## src/rtl/bus_protocol_master_if.sv

```systemverilog
// -----------------------------------------------------------------------------
// bus_protocol_master_if
//
// Purpose:
//   Bundles the upstream byte handshake and the downstream data bus of
//   bus_protocol_master into one port, so the master and the environment that
//   feeds and acknowledges it share a single connection.
//
// Parameters:
//   DEPTH     - FIFO depth of the attached master; sets the width of level.
//
// Signals:
//   in_valid  - upstream byte offered                     (into master)
//   in_data   - upstream byte                             (into master)
//   in_ready  - master FIFO can accept a byte             (from master)
//   dValid    - bus data valid, registered                (from master)
//   data      - bus data, registered                      (from master)
//   dAck      - target acceptance, sampled on posedge     (into master)
//   err       - one-cycle pulse on protocol error or drop (from master)
//   level     - current FIFO occupancy                    (from master)
//
// Modports:
//   master    - the bus_protocol_master side
//   slave     - the upstream source / bus target side
// -----------------------------------------------------------------------------
interface bus_protocol_master_if #(
    parameter int DEPTH = 4
);
    localparam int LEVEL_W = $clog2(DEPTH) + 1;

    logic               in_valid;
    logic [7:0]         in_data;
    logic               in_ready;
    logic               dValid;
    logic [7:0]         data;
    logic               dAck;
    logic               err;
    logic [LEVEL_W-1:0] level;

    modport master (
        input  in_valid,
        input  in_data,
        input  dAck,
        output in_ready,
        output dValid,
        output data,
        output err,
        output level
    );

    modport slave (
        output in_valid,
        output in_data,
        output dAck,
        input  in_ready,
        input  dValid,
        input  data,
        input  err,
        input  level
    );
endinterface

```

## src/rtl/bus_protocol_master.sv

```systemverilog
// -----------------------------------------------------------------------------
// bus_protocol_master
//
// Purpose:
//   Accepts bytes from an upstream valid/ready source into a small FIFO and
//   presents them one at a time on a registered dValid/data bus. A transfer
//   lasts 2..4 cycles: the target acknowledges with dAck from the second beat
//   on. An acknowledge on the first beat is flagged with err and otherwise
//   ignored. With no acknowledge by the fourth beat the transfer times out and
//   the same byte is re-presented after a one-cycle gap; once MAX_RETRY retries
//   have also timed out the byte is dropped and err pulses. Every transfer is
//   followed by exactly one idle bus cycle.
//
// Parameters:
//   DEPTH     - FIFO depth in bytes (power of 2, >= 2)
//   MAX_RETRY - retries after a timed-out transfer before the byte is dropped
//
// Ports:
//   clk       - single clock, all state updates on posedge
//   reset     - asynchronous, active-high reset
//   bus       - bus_protocol_master_if.master:
//                 in_valid/in_data/in_ready  upstream byte handshake
//                 dValid/data/dAck           downstream bus
//                 err                        protocol error / drop pulse
//                 level                      FIFO occupancy
// -----------------------------------------------------------------------------
module bus_protocol_master #(
    parameter int DEPTH     = 4,
    parameter int MAX_RETRY = 2
) (
    input  logic                  clk,
    input  logic                  reset,
    bus_protocol_master_if.master bus
);

    // -------------------------------------------------------------------------
    // Constants
    // -------------------------------------------------------------------------
    localparam int PTR_W   = $clog2(DEPTH);
    localparam int LEVEL_W = PTR_W + 1;
    // Wide enough to hold 0..MAX_RETRY, and at least one bit when MAX_RETRY=0.
    localparam int RETRY_W = $clog2(MAX_RETRY + 2);

    localparam logic [LEVEL_W-1:0] LEVEL_FULL = LEVEL_W'(DEPTH);
    localparam logic [RETRY_W-1:0] RETRY_LAST = RETRY_W'(MAX_RETRY);

    // Beat numbers within one transfer (cnt counts dValid-high cycles).
    localparam logic [2:0] BEAT_FIRST   = 3'd1;
    localparam logic [2:0] BEAT_MIN_ACK = 3'd2;
    localparam logic [2:0] BEAT_LAST    = 3'd4;

    // Bus state machine encoding.
    localparam logic [1:0] ST_IDLE = 2'd0;
    localparam logic [1:0] ST_XFER = 2'd1;
    localparam logic [1:0] ST_GAP  = 2'd2;

    // -------------------------------------------------------------------------
    // State
    // -------------------------------------------------------------------------
    logic [7:0]         mem_q [DEPTH];
    logic [PTR_W-1:0]   wr_ptr_q, wr_ptr_d;
    logic [PTR_W-1:0]   rd_ptr_q, rd_ptr_d;
    logic [LEVEL_W-1:0] level_q,  level_d;

    logic [1:0]         state_q,  state_d;
    logic [2:0]         cnt_q,    cnt_d;
    logic [RETRY_W-1:0] retry_q,  retry_d;
    logic               dvalid_q, dvalid_d;
    logic [7:0]         data_q,   data_d;
    logic               err_q,    err_d;

    logic               in_ready;
    logic               push;
    logic               pop;

    // -------------------------------------------------------------------------
    // Upstream handshake
    // -------------------------------------------------------------------------
    assign in_ready = (level_q != LEVEL_FULL);
    assign push     = bus.in_valid && in_ready;

    // -------------------------------------------------------------------------
    // FIFO storage
    // -------------------------------------------------------------------------
    // NOTE: the storage array has no reset; emptiness is tracked solely by
    // level_q and the pointers, so stale bytes are never observable and the
    // array can map onto plain registers or RAM without a reset network.
    always_ff @(posedge clk) begin
        if (push) begin
            mem_q[wr_ptr_q] <= bus.in_data;
        end
    end

    // Pointer and occupancy update. A push and a pop in the same cycle leave
    // level unchanged. Pops only happen from XFER, where the byte on the bus is
    // still held in the FIFO, so level is never zero when pop is set.
    always_comb begin
        // NOTE: every variable assigned here gets a default first, so no path
        // through the block leaves it unassigned and no latch is inferred.
        wr_ptr_d = wr_ptr_q;
        rd_ptr_d = rd_ptr_q;
        level_d  = level_q;
        if (push) begin
            wr_ptr_d = wr_ptr_q + 1'b1;
        end
        if (pop) begin
            rd_ptr_d = rd_ptr_q + 1'b1;
        end
        case ({push, pop})
            2'b10:   level_d = level_q + 1'b1;
            2'b01:   level_d = level_q - 1'b1;
            default: level_d = level_q;
        endcase
    end

    // -------------------------------------------------------------------------
    // Bus state machine
    // -------------------------------------------------------------------------
    // The head byte stays in the FIFO for the whole transfer and is only popped
    // on completion or on a final drop. A retry therefore re-reads the very
    // same entry, and pushes landing behind it never touch data_q.
    always_comb begin
        state_d  = state_q;
        cnt_d    = cnt_q;
        retry_d  = retry_q;
        dvalid_d = dvalid_q;
        data_d   = data_q;
        err_d    = 1'b0;
        pop      = 1'b0;

        case (state_q)
            // GAP has the same exit conditions as IDLE; being in GAP already
            // guarantees the single idle bus cycle after a transfer.
            ST_IDLE, ST_GAP: begin
                if (level_q != '0) begin
                    state_d  = ST_XFER;
                    dvalid_d = 1'b1;
                    data_d   = mem_q[rd_ptr_q];
                    cnt_d    = BEAT_FIRST;
                end else begin
                    state_d  = ST_IDLE;
                    dvalid_d = 1'b0;
                    cnt_d    = '0;
                end
            end

            ST_XFER: begin
                if (bus.dAck && (cnt_q >= BEAT_MIN_ACK)) begin
                    // Valid acknowledge: transfer complete.
                    state_d  = ST_GAP;
                    dvalid_d = 1'b0;
                    cnt_d    = '0;
                    retry_d  = '0;
                    pop      = 1'b1;
                end else if (cnt_q == BEAT_LAST) begin
                    // Timeout. Ack has priority above, so a dAck on the last
                    // beat still completes the transfer.
                    state_d  = ST_GAP;
                    dvalid_d = 1'b0;
                    cnt_d    = '0;
                    if (retry_q == RETRY_LAST) begin
                        pop     = 1'b1;
                        err_d   = 1'b1;
                        retry_d = '0;
                    end else begin
                        retry_d = retry_q + 1'b1;
                    end
                end else begin
                    // Keep presenting; an ack on the first beat is too early.
                    cnt_d = cnt_q + 3'd1;
                    if (bus.dAck && (cnt_q == BEAT_FIRST)) begin
                        err_d = 1'b1;
                    end
                end
            end

            default: begin
                state_d  = ST_IDLE;
                dvalid_d = 1'b0;
                cnt_d    = '0;
            end
        endcase
    end

    // -------------------------------------------------------------------------
    // Registers
    // -------------------------------------------------------------------------
    // NOTE: sequential state is updated with non-blocking assignments so every
    // register samples the pre-edge value of every other register, regardless
    // of the order the statements are written in.
    always_ff @(posedge clk or posedge reset) begin
        if (reset) begin
            wr_ptr_q <= '0;
            rd_ptr_q <= '0;
            level_q  <= '0;
            state_q  <= ST_IDLE;
            cnt_q    <= '0;
            retry_q  <= '0;
            dvalid_q <= 1'b0;
            data_q   <= 8'h00;
            err_q    <= 1'b0;
        end else begin
            wr_ptr_q <= wr_ptr_d;
            rd_ptr_q <= rd_ptr_d;
            level_q  <= level_d;
            state_q  <= state_d;
            cnt_q    <= cnt_d;
            retry_q  <= retry_d;
            dvalid_q <= dvalid_d;
            data_q   <= data_d;
            err_q    <= err_d;
        end
    end

    // -------------------------------------------------------------------------
    // Outputs
    // -------------------------------------------------------------------------
    assign bus.in_ready = in_ready;
    assign bus.dValid   = dvalid_q;
    assign bus.data     = data_q;
    assign bus.err      = err_q;
    assign bus.level    = level_q;

endmodule

```

## src/flat_wrapper.sv

```systemverilog
// flat-port wrapper written by rule: the top's interface ports become plain ports
module bus_protocol_master_flat 
#(
    parameter int DEPTH     = 4,
    parameter int MAX_RETRY = 2
)
  (clk, reset, bus_in_valid, bus_in_data, bus_dAck, bus_in_ready, bus_dValid, bus_data, bus_err, bus_level);
  bus_protocol_master_if #(.DEPTH(DEPTH)) bus_i ();
  input  logic clk;
  input  logic reset;
  input wire logic [$bits(bus_i.in_valid)-1:0] bus_in_valid;
  input wire logic [$bits(bus_i.in_data)-1:0] bus_in_data;
  input wire logic [$bits(bus_i.dAck)-1:0] bus_dAck;
  output wire logic [$bits(bus_i.in_ready)-1:0] bus_in_ready;
  output wire logic [$bits(bus_i.dValid)-1:0] bus_dValid;
  output wire logic [$bits(bus_i.data)-1:0] bus_data;
  output wire logic [$bits(bus_i.err)-1:0] bus_err;
  output wire logic [$bits(bus_i.level)-1:0] bus_level;
  assign bus_i.in_valid = bus_in_valid;
  assign bus_i.in_data = bus_in_data;
  assign bus_i.dAck = bus_dAck;
  assign bus_in_ready = bus_i.in_ready;
  assign bus_dValid = bus_i.dValid;
  assign bus_data = bus_i.data;
  assign bus_err = bus_i.err;
  assign bus_level = bus_i.level;
  bus_protocol_master #(.DEPTH(DEPTH), .MAX_RETRY(MAX_RETRY)) u_core (.clk(clk), .reset(reset), .bus(bus_i));
endmodule
```

## config.mk

```make
export PLATFORM = sky130hd
export DESIGN_NAME = bus_protocol_master_flat
export DESIGN_NICKNAME = d
export VERILOG_FILES = /design/src/rtl/bus_protocol_master_if.sv /design/src/rtl/bus_protocol_master.sv /design/src/flat_wrapper.sv
export SDC_FILE = /design/constraint.sdc
export NUM_CORES = 1
export LEC_CHECK = 0
export ABC_AREA = 1
export BUFFER_PORTS_ARGS = -buffer_cell sky130_fd_sc_hd__buf_4
export CAP_MARGIN = 20
export CORE_ASPECT_RATIO = 2
export CORE_MARGIN = 2
export CORE_UTILIZATION = 50
export CTS_BUF_LIST = sky130_fd_sc_hd__clkbuf_16
export DETAILED_ROUTE_END_ITERATION = 7
export PLACE_DENSITY_LB_ADDON = 0.05
export SYNTH_ARGS = -nofsm -noshare
export SYNTH_HDL_FRONTEND = slang
export SYNTH_SLANG_ARGS = --single-unit
export TNS_END_PERCENT = 10
```

## constraint.sdc

```tcl
create_clock -name clk -period 2.83 [get_ports clk]
set_input_delay 0.1415 -clock clk [delete_from_list [all_inputs] [get_ports clk]]
set_output_delay 0.1415 -clock clk [all_outputs]
set_load 0.03 [all_outputs]
```

# Word-level counts from Yosys, hierarchy flattened

Memories as Yosys holds them, arrays and structs flattened. A register that Yosys moved wholly into a read port is not among the register bits.
Index checks and enable logic that the tools add are counted.

Bits in registers: 16
RAM bits: 32
Input port bits: 12
Output and inout bits: 14
Word-level logic and storage cells: 61
Memories kept: 1

Memories:

| memory       | depth | bits a word | read ports | clocked after Yosys merged registers in | wr ports | RTL line                  | source |
|---|---|---|---|---|---|---|---|
| u_core.mem_q | 4     | 8           | 1          | 1                                       | 1        | bus_protocol_master.sv:60 | `logic [7:0] mem_q [DEPTH];` |

Add/sub/neg operators: 6
$lt $le $gt $ge: 1
Equality and inequality tests: 9
Multiplexer cells: 26
Reduce and logical (&&, ||, !) cells: 10

Operators by type and width:

| operator              | count |
|---|---|
| $mux W1               | 15 |
| $pmux W3 S2           | 2 |
| $mux W2               | 5 |
| $add A2 B1 Y2 const B | 3 |
| $add A3 B1 Y3 const B | 2 |
| $eq A2 B2 Y1 const B  | 3 |
| $mux W3               | 2 |
| $eq A2 B1 Y1 const B  | 2 |
| $pmux W2 S2           | 1 |
| $reduce_and A2 Y1     | 2 |
| $reduce_bool A2 Y1    | 2 |
| $eq A3 B1 Y1 const B  | 1 |
| $eq A3 B3 Y1 const B  | 1 |
| $ge A3 B2 Y1 const B  | 1 |
| $logic_and A1 B1 Y1   | 3 |
| $ne A3 B1 Y1 const B  | 1 |
| $ne A3 B3 Y1 const B  | 1 |
| $reduce_bool A3 Y1    | 1 |
| $sub A3 B1 Y3 const B | 1 |
| $logic_not A2 Y1      | 1 |
| $pmux W1 S2           | 1 |
| $reduce_or A2 Y1      | 1 |

# Longest topological paths before layout

Gate-level depths: netlist of the first run.

Depth after elaboration: 7
Depth in mapped cells: 14
Depth with buffers taken out: 14

# Worst setup path after synthesis of the first run

Ideal clock, no wire load.

Kind: reg2reg
Start: register u_core.level_q[0], in the netlist u_core.bus.level[0]
End: register u_core.level_q[2], in the netlist u_core.bus.level[2]
Arrival: 2.262 ns
Required time: 2.751 ns
Setup slack: 0.488 ns
Cell stages (with the launch flop): 10
Path buffers: 0
Period minus slack after synthesis: 2.342 ns
Cells stage by stage: dfrtp_1 inv_1 nand3_1 nand2_2 ha_1 inv_1 fa_1 or2_2 nand2_1 xor2_1

Longest elaborated chain between the ends: 4

RTL lines:

| element                                                  | RTL line                   | source |
|---|---|---|
| from (decl)                                              | bus_protocol_master.sv:63  | `logic [LEVEL_W-1:0] level_q, level_d;` |
| from (signal assigned)                                   | bus_protocol_master.sv:205 | `level_q <= level_d;` |
| $ne A3 B3 Y1 (*)                                         | bus_protocol_master.sv:79  | `assign in_ready = (level_q != LEVEL_FULL);` |
| net bus_in_ready                                         | flat_wrapper.sv:14         | `output wire logic [$bits(bus_i.in_ready)-1:0] bus_in_ready;` |
| $logic_and A1 B1 Y1 (*)                                  | bus_protocol_master.sv:80  | `assign push = bus.in_valid && in_ready;` |
| $eq A2 B1 Y1 / $eq A2 B2 Y1 (equally long branches)      | bus_protocol_master.sv:109 | `case ({push, pop})` |
| $pmux W3 S2 / $reduce_bool A2 Y1 (equally long branches) | n/a                        |  |

Mark *: on every way through the listed nets, which the timed path passes. The rest lies on a longest branch.
A chain may end at the register's enable or synchronous reset.

# Worst setup path after layout of the first run

Start: register u_core.cnt_q[0]
End: register u_core.level_q[2], in the netlist u_core.bus.level[2]

Longest elaborated chain between the ends: 6

RTL lines:

| element                                                  | RTL line                                               | source |
|---|---|---|
| from (decl)                                              | bus_protocol_master.sv:66                              | `logic [2:0] cnt_q, cnt_d;` |
| from (signal assigned)                                   | bus_protocol_master.sv:207                             | `cnt_q <= cnt_d;` |
| $ge A3 B2 Y1 / $eq A3 B3 Y1 (equally long branches)      | bus_protocol_master.sv:148, bus_protocol_master.sv:155 |  |
| $logic_and A1 B1 Y1 / $mux W1 (equally long branches)    | bus_protocol_master.sv:148, bus_protocol_master.sv:155 |  |
| $mux W1 (*)                                              | bus_protocol_master.sv:148                             | `if (bus.dAck && (cnt_q >= BEAT_MIN_ACK)) begin` |
| $mux W1 (*)                                              | bus_protocol_master.sv:131                             | `case (state_q)` |
| net u_core.pop                                           | bus_protocol_master.sv:74                              | `logic pop;` |
| $eq A2 B1 Y1 / $eq A2 B2 Y1 (equally long branches)      | bus_protocol_master.sv:109                             |  |
| $pmux W3 S2 / $reduce_bool A2 Y1 (equally long branches) | n/a                                                    |  |

Marks and branches as above.

==> impl_metrics.json, run 1 <==
{
  "status": "finished clean",
  "synthFlopType": "edfxtp_1",
  "n_antenna_cell": 0,
  "post-cts-setup-buffer-count": 0,
  "vias": 1568,
  "clockBufferDepth": 2,
  "cts_tree": "built",
  "fp.dieW_um": 53.59,
  "gp_congestion": 0.7212,
  "track_usage_pct": 18.41,
  "comb_power_share_pct": 38.9,
  "dieArea_um2": 5528,
  "layout_commonest_cell": "nand2_1",
  "cap_violations": 0,
  "pre_cts_ws_ps": 536.8,
  "relSlewSlack_pct": 38.73,
  "p_int_mw": 1.956,
  "pwr-share-seq_pct": 40.0,
  "cts.sinks": 56,
  "finClkSkew_ps": 10.50,
  "synth_cell_types": 23,
  "drcViolationCount": 0,
  "setup_viol": 0,
  "synth_cells": 233,
  "core-area_um2": 4820,
  "leakagePower_nw": 1.328,
  "p_per_area_nw_per_um2": 1126,
  "avgSynthCellArea_um2": 10.55,
  "dr.max_layer_used": "met4",
  "synth_edf_count": 32,
  "ios": 26,
  "drt_iter0_drc": 20,
  "crit_required_ps": 3050,
  "final_util_pct": 59.06,
  "clk_latency_ps": 290,
  "startpoint_type": "register",
  "totalWireLength_mm": 4.388,
  "post-route-period-util_pct": 81.44,
  "p_sw_mw": 1.249,
  "synth_nets": 255,
  "grt_pass1_wl_mm": 6.975,
  "timing_hold_violations_final": 0,
  "fp.dieH_um": 103.2,
  "grt_max_degree": 27,
  "drive_above_1_share_pct": 15.97,
  "grt_setup_unrepaired": "false",
  "clkTransAtPathRegs_ps": 70,
  "crit_path_end": "u_core.bus.level[2]$_DFFE_PP0P_",
  "drtAntennaViolNets": 0,
  "first_pass_iters": 4,
  "htree_levels": 2,
  "crit_path_end_kind": "register",
  "r2r_start": "u_core.cnt_q[0]$_DFF_PP0_",
  "ys_seq_area_share_pct": 63.51,
  "min_period_ps": 2305,
  "cp-startpoint": "u_core.cnt_q[0]$_DFF_PP0_",
  "r2r_slack_ps": 530,
  "async_flop_share_pct": 42.86,
  "r2r-end": "u_core.bus.level[2]$_DFFE_PP0P_",
  "m1WireLength_mm": 1.598,
  "tns_ps": 0,
  "ir_drop_uv": 572.1,
  "grt_pass1_vias": 1522,
  "critPathKind": "register to register",
  "hold_class": "input port to async pin",
  "antenna_found_initial": 0,
  "fmax_mhz": 433.9,
  "slew_viol_final": 0,
  "ys_ff_latch": 56,
  "synthesis.area_um2": 2459,
  "fin_nets": 284,
  "crit_arrival_ps": 2520,
  "fillCellCount": 420,
  "area_delta_synth_final_pct": 15.78,
  "vias_per_cell": 4.900,
  "cts_buffers": 5,
  "met2_length_mm": 2.599,
  "start_util_pct": 51.01,
  "seq_area_um2": 1562,
  "p_clk_share_pct": 21.1,
  "reg2regPathDepth": 14,
  "num_rows": 36,
  "wl_met3_um": 99,
  "dp_hpwl_mm": 3.072,
  "hold_buffers": 0,
  "port_buffers": 25,
  "post_cts_resized": 0,
  "yosysWarnings": 0,
  "root_buffer": "clkbuf_16",
  "multi_input_area_um2": 719.4,
  "grt.overflow.total": 0,
  "wl_per_cell_um": 13.71,
  "crit_path_max_fanout": 6,
  "worstMarginPinSlew_ps": 918.0,
  "finalWorstSetupSlack_ps": 525.4,
  "switching_share_pct": 38.96,
  "layout_common_cells": "nand2_1 (63), inv_1 (32), edfxtp_1 (32), nor2_1 (28), buf_4 (28)"
}
-- state kept, by name (all words and copies together), names as in the netlist --
register,flops
u_core.bus.level,3
u_core.state_q,2
u_core.bus.err,1
u_core.cnt_q,3
u_core.wr_ptr_q,2
u_core.retry_q,2
u_core.bus.dValid,1
u_core.rd_ptr_q,2
u_core.bus.data,8
u_core.mem_q,32
-- per-layer routing --
layer / track usage, % / up-vias
met5: 0 / -
met4: 8.284 / 0
met3: 3.017 / 8
met2: 35.71 / 27
met1: 17.82 / 735
li1: - / 798
-- critical path: stages, from the launching register on --
cell	delay [ps]
dfrtp_1	410
inv_1	110
ha_1	150
inv_1	40
nand2_1	70
nand2_2	90
nand2_1	140
nand2_1	80
inv_1	70
ha_1	130
inv_1	60
fa_1	370
or2_2	300
nand2_1	80
xor2_1	130
-- how the worst min path moves through the flow --
stage | from | endpoint | cells past startpoint
floorplan | reset | u_core.bus.dValid$_DFFE_PP0P_ | 1
global placement | bus_in_data[0] | u_core.mem_q[0][0]$_DFFE_PP_ | 1
detailed placement | bus_in_data[5] | u_core.mem_q[3][5]$_DFFE_PP_ | 1
global route | bus_in_data[4] | u_core.mem_q[0][4]$_DFFE_PP_ | 1
finish | reset | u_core.bus.dValid$_DFFE_PP0P_ | 2
CTS | bus_in_data[4] | u_core.mem_q[0][4]$_DFFE_PP_ | 1
-- cells by family after synthesis --
| logic type | count (synthesis) | synth area share [%] |
|---|---|---|
| AND/OR/NAND/NOR | 104 | 17.35 |
| flip-flops | 56 | 63.51 |
| buffers and inverters | 38 | 7.226 |
| AO/OA/AOI/OAI | 21 | 5.089 |
| adder cells (fa/ha/maj) | 10 | 5.395 |
| XOR/XNOR | 4 | 1.425 |
-- stage by stage --
| step | power (mW) | hold slack, ps | cells | instance area (um2) |
|---|---|---|---|---|
| 2_1_floorplan | 2.206 | 156.1 | 233 | 2459 |
| 5_1_grt | 3.453 | 38.83 | 320 | 2846 |
| 4_1_cts | 3.246 | 45.52 | 320 | 2846 |
| 3_3_place_gp | 2.538 | 342.3 | 312 | 2683 |
| 6_report | 3.205 | 51.24 | 320 | 2846 |
| 3_5_place_dp | 2.568 | 343.8 | 312 | 2683 |
-- cells in the mapped netlist (all sizes together), types with 3 or more instances --
library cell  number  area [um2]
inv               32       120.1
o21ai             10       50.04
a21oi              3       15.01
nor2              29       116.4
nand4              3       18.77
dfrtp             24       600.6
ha                 9       112.6
edfxtp            32       960.9
o211ai             8       60.06
nand3              4       20.02
nand2             65       249.0
buf                6       57.55
-- power groups by stage --
stage | clock network, mW | logic, mW | registers, mW
2_1_floorplan | 0 | 0.786 | 1.42
3_3_place_gp | 0 | 1.24 | 1.29
3_5_place_dp | 0 | 1.27 | 1.30
4_1_cts | 0.689 | 1.27 | 1.29
5_1_grt | 0.726 | 1.41 | 1.31
6_report | 0.678 | 1.25 | 1.28
-- area by class of cell --
class                   count  share of cell area, %
clock buffers               5                  4.396
inverters                  32                  4.220
multi-input cells         139                  25.27
flip-flops and latches     56                  54.86
clock inverters             3                  1.363
repair buffers             28                  7.385
well taps                  57                  2.505
Note: power is estimated with default switching activity, not from simulation.
==> inputs of run 2 (changes only) <==
Clock period 2.83 ns to 1.9 ns, I/O delays scaled along.
==> run 2 against run 1 <==
Net effect:
- the flow now finishes with violations (setup timing)
- first-iteration DRC count rose to 2.6 times the previous value
- clock power rose by 25%
- sequential cell count did not move
- setup slack got worse by 620 ps
- fmax rose by 16%
- register-to-register slack got worse by 620 ps
- core utilization rose by 5.3 points
- worst hold slack got worse by 43 ps
- largest power group is now combinational logic
==> impl_metrics.json, run 2 (synthesis results as in run 1) <==
{
  "drtAntennaViolNets": 0,
  "largest_register": "u_core.mem_q",
  "grt.overflow.total": 0,
  "area_delta_synth_final_pct": 26.11,
  "n_antenna_cell": 0,
  "violations": "setup timing",
  "finClkSkew_ps": 6.979,
  "finalWorstSetupSlack_ps": -93.59,
  "crit_arrival_ps": 2200,
  "track_usage_pct": 18.03,
  "cts_tree": "built",
  "crit_path_max_fanout": 3,
  "hold_slack_ps": 8.499,
  "status": "finished, violations left",
  "timing_hold_violations_final": 0,
  "post-route-period-util_pct": 104.9,
  "dp_hpwl_mm": 3.061,
  "p_per_area_nw_per_um2": 1574,
  "ir_drop_uv": 944.4,
  "fillCellCount": 374,
  "root_buffer": "clkbuf_16",
  "clk_latency_ps": 280,
  "largest_reg_flops": 32,
  "critPathKind": "register to register",
  "leakagePower_nw": 1.433,
  "drcViolationCount": 0,
  "crit_required_ps": 2110,
  "hold_class": "input port to register",
  "grt_pass1_wl_mm": 7.100,
  "crit_path_end_kind": "register",
  "layout_commonest_cell": "nand2_1",
  "start_util_pct": 51.01,
  "dieArea_um2": 5528,
  "fp.dieH_um": 103.2,
  "min_period_ps": 1994,
  "cts.sinks": 56,
  "clkTransAtPathRegs_ps": 70,
  "ios": 26,
  "first_pass_iters": 4,
  "vias": 1678,
  "fin_total_pwr_mw": 4.881,
  "grt_setup_unrepaired": "true",
  "vias_per_cell": 4.892,
  "layout_common_cells": "nand2_1 (60), buf_4 (43), edfxtp_1 (32), nor2_1 (28), inv_1 (27)",
  "totalWireLength_mm": 4.473,
  "cap_violations": 0,
  "clockBufferDepth": 2,
  "core-area_um2": 4820,
  "setup_viol": 1,
  "wl_per_cell_um": 13.04,
  "slew_viol_final": 0,
  "cts_buffers": 5,
  "gp_congestion": 0.7990,
  "port_buffers": 25,
  "drive_above_1_share_pct": 27.97,
  "num_rows": 36,
  "startpoint_type": "register",
  "fp.dieW_um": 53.59,
  "drt_iter0_drc": 52,
  "relSlewSlack_pct": 60.36,
  "grt_max_degree": 27,
  "pre_cts_ws_ps": -184.7,
  "fin_nets": 307,
  "grt_pass1_vias": 1667,
  "worstMarginPinSlew_ps": 594.7,
  "antenna_found_initial": 0,
  "fmax_mhz": 501.6,
  "htree_levels": 2
}
run 2: cell types whose count changed in the layout (fill, tap and decap cells not counted), sizes merged:
cell and change:
buf +22, bufinv -1, dlygate4sd3 +1, inv +1
run 2: area by class of cell:
type | count | area (um2) | share of cell area, %
clock buffer | 5 | 125.1 | 4.036
clock inverter | 3 | 11.26 | 0.3632
inverter | 32 | 122.6 | 3.955
multi-input combinational | 139 | 794.5 | 25.63
sequential | 56 | 1564 | 50.44
tap | 57 | 71.32 | 2.300
timing repair buffer | 51 | 411.6 | 13.28
run 2: where the power goes:
part           internal (mW)  total (mW)  switching (mW)
combinational          0.814        2.12            1.30
clock                  0.476       0.850           0.374
sequential              1.67        1.91           0.240
total                   2.96        4.88            1.92
run 2: routing by layer:
metal  part of all wire [%]  track usage (%)  wire [um]  vias to the layer above
li1                       -                -          -                      845
met1                     38            18.32       1690                      784
met2                     56            33.33       2498                       39
met3                    4.0            4.310        178                       10
met4                    2.4            7.890        106                        0
met5                      0                0          0                        -
run 2: critical path, cell delays in order, from the launching register on:
cell and delay, ps:
dfrtp_1 390, inv_2 110, ha_4 140, nand4_1 120, nand2_2 110, nand2_2 60, inv_2 60, ha_4 130
inv_4 30, fa_2 340, or2_4 240, nand2_2 60, xor2_1 130
run 2: worst paths after layout:
path | from | end | slack (ps) | cells after the start
max in group asynchronous | reset | u_core.bus.level[1]$_DFFE_PP0P_ | 1220 | 4
min in group asynchronous | reset | u_core.bus.level[2]$_DFFE_PP0P_ | 430 | 4
worst min register to register | u_core.bus.data[1]$_DFFE_PP0P_ | u_core.bus.data[1]$_DFFE_PP0P_ | 480 | 2
worst max-delay path | u_core.cnt_q[0]$_DFF_PP0_ | u_core.bus.level[2]$_DFFE_PP0P_ | -90 | 12
worst max register to register | u_core.cnt_q[0]$_DFF_PP0_ | u_core.bus.level[2]$_DFFE_PP0P_ | -90 | 12
worst min-delay path | bus_in_data[2] | u_core.mem_q[2][2]$_DFFE_PP_ | 8 | 1
run 2: repair_timing:
action                                  4_1_cts  5_1_grt
endpoints found under the setup margin        2        3
resized for setup                            11        9
hold buffers                                  1        0
pin swaps                                     9        6
buffers inserted                              8        2
endpoints found under the hold margin        24        0
run 2: stage by stage:
stage | cells | TNS [ps] | area, um2 | utilization, %
final | 343 | -93.59 | 3100 | 64.33
after global placement | 325 | -107.8 | 2813 | 58.36
after detailed placement | 325 | -209.2 | 2813 | 58.36
after floorplan | 233 | -110.9 | 2491 | -
after global routing | 343 | -397.0 | 3100 | 64.33
after CTS | 342 | -119.0 | 3063 | 63.55
==> inputs of run 3 (changes only) <==
Settings changed: PLACE_DENSITY set to 0.73, PLACE_DENSITY_LB_ADDON 0.05 to unset.
==> run 3 against run 2 <==
Net effect:
- the run still ends with setup timing left
- setup slack better by 15 ps
- sequential share of layout area is 0.87 points higher
- global-route usage is 0.75 points lower
- clock power is 16% higher
- first-iteration DRC count is 27% lower
- sequential power hardly changed
- core utilization is 1.1 points lower
- die area stayed put
- final cell count is 2.0% lower
- cell area is 1.7% lower
- sequential cell count stayed put
- largest cell class unchanged
- largest power group unchanged
- highest routed layer unchanged
==> impl_metrics.json, run 3 (synthesis results as in run 1) <==
{
  "status": "finished, violations left",
  "violations": "setup timing",
  "startpoint_type": "register",
  "setup_viol": 1,
  "crit_path_max_fanout": 3,
  "ios": 26,
  "finClkSkew_ps": 10.33,
  "crit_path_end": "u_core.bus.level[2]$_DFFE_PP0P_",
  "min_period_ps": 1979,
  "wl_per_cell_um": 12.34,
  "totalWireLength_mm": 4.145,
  "ir_drop_uv": 1071,
  "reg2regPathDepth": 14,
  "cts_buffers": 5,
  "dp_hpwl_mm": 2.947,
  "crit_path_end_kind": "register",
  "n_antenna_cell": 0,
  "cts_tree": "built",
  "p_per_area_nw_per_um2": 1642,
  "antenna_found_initial": 0,
  "largest_register": "u_core.mem_q",
  "drtAntennaViolNets": 0,
  "fp.dieH_um": 103.2,
  "leakagePower_nw": 1.398,
  "grt_max_degree": 27,
  "timing_hold_violations_final": 0,
  "worstMarginPinSlew_ps": 567.3,
  "tns_ps": -78.84,
  "grt_pass1_vias": 1591,
  "fin_nets": 300,
  "vias_per_cell": 4.839,
  "gp_congestion": 0.7939,
  "area_delta_synth_final_pct": 23.97,
  "drt_iter0_drc": 38,
  "grt_setup_unrepaired": "true",
  "post-route-period-util_pct": 104.1,
  "root_buffer": "clkbuf_16",
  "layout_commonest_cell": "nand2_1",
  "drive_above_1_share_pct": 25.45,
  "fmax_mhz": 505.3,
  "track_usage_pct": 17.28,
  "r2r-end": "u_core.bus.level[2]$_DFFE_PP0P_",
  "cts.sinks": 56,
  "r2r_slack_ps": -80,
  "critPathKind": "register to register",
  "slew_viol_final": 0,
  "port_buffers": 25,
  "num_rows": 36,
  "start_util_pct": 51.01,
  "clkTransAtPathRegs_ps": 70,
  "crit_arrival_ps": 2190,
  "largest_reg_flops": 32,
  "pre_cts_ws_ps": -137.7,
  "layout_common_cells": "nand2_1 (60), buf_4 (42), edfxtp_1 (32), nor2_1 (28), inv_1 (27)",
  "hold_slack_ps": 5.734,
  "clockBufferDepth": 2,
  "hold_class": "input port to register",
  "cap_violations": 0,
  "htree_levels": 2,
  "crit_required_ps": 2120,
  "r2r_start": "u_core.cnt_q[0]$_DFF_PP0_",
  "cp-startpoint": "u_core.cnt_q[0]$_DFF_PP0_",
  "dieArea_um2": 5528,
  "fp.dieW_um": 53.59,
  "clk_latency_ps": 290,
  "core-area_um2": 4820,
  "first_pass_iters": 4,
  "relSlewSlack_pct": 62.18,
  "grt.overflow.total": 0,
  "drcViolationCount": 0,
  "vias": 1626,
  "finalWorstSetupSlack_ps": -78.84,
  "grt_pass1_wl_mm": 6.831
}
[run 3: cell count changes in the layout (fill, tap and decap cells not counted), sizes merged]
cell and delta:
buf -8, inv -2, bufinv +1, clkinv +1, dlygate4sd3 +1
[run 3: how the worst min path moves through the flow]
stage	from	endpoint	slack [ps]	cells after the start
after CTS	bus_in_data[5]	u_core.mem_q[1][5]$_DFFE_PP_	0.5	1
after detailed placement	reset	u_core.bus.level[2]$_DFFE_PP0P_	170	3
after global routing	bus_in_data[5]	u_core.mem_q[3][5]$_DFFE_PP_	1	1
after global placement	reset	u_core.bus.level[2]$_DFFE_PP0P_	170	3
final	bus_in_data[5]	u_core.mem_q[1][5]$_DFFE_PP_	6	1
after floorplan	reset	u_core.bus.dValid$_DFFE_PP0P_	110	1
[run 3: where the power goes]
group	switching, mW	internal [mW]	total, mW
Sequential	0.240	1.67	1.91
Clock	0.374	0.612	0.986
Combinational	1.29	0.811	2.10
[run 3: area by class of cell]
class | count | area, um2
Fill cell | 380 | 1772
Sequential cell | 56 | 1564
Multi-Input combinational cell | 139 | 794.5
Timing Repair Buffer | 44 | 335.3
Clock buffer | 5 | 125.1
Inverter | 32 | 120.1
Tap cell | 57 | 71.32
Clock inverter | 3 | 37.54
[run 3: routing by layer]
layer	part of all wire (%)	vias up	GRT usage, %
met2	57	36	33.33
li1	-	834	-
met3	3.4	10	3.592
met5	0	-	0
met4	2.2	0	6.509
met1	37	746	17.03
[run 3: critical path: stages, from the launching register on]
cell and delay [ps]:
dfrtp_1 390, inv_2 120, ha_4 140, inv_1 30, nand2_1 60, nand2_2 60, nand2_2 80, nand2_2 60
inv_2 60, ha_4 110, inv_2 30, fa_2 340, or2_4 240, nand2_2 60, xor2_1 120
[run 3: repair_timing]
item	CTS	global route
pin swaps	9	6
resized for setup	9	2
endpoints found under the setup margin	2	2
setup buffers	2	1
hold endpoints to repair	24	4
hold buffers	1	1
[run 3: metrics by stage]
step | cell area (um2) | util (%) | std cells | power [mW]
detailed placement | 2798 | 58.05 | 323 | 3.932
CTS | 3023 | 62.72 | 334 | 5.021
finish | 3048 | 63.24 | 336 | 5.006
global placement | 2798 | 58.05 | 323 | 3.876
global route | 3048 | 63.24 | 336 | 5.403
floorplan | 2491 | - | 233 | 3.338
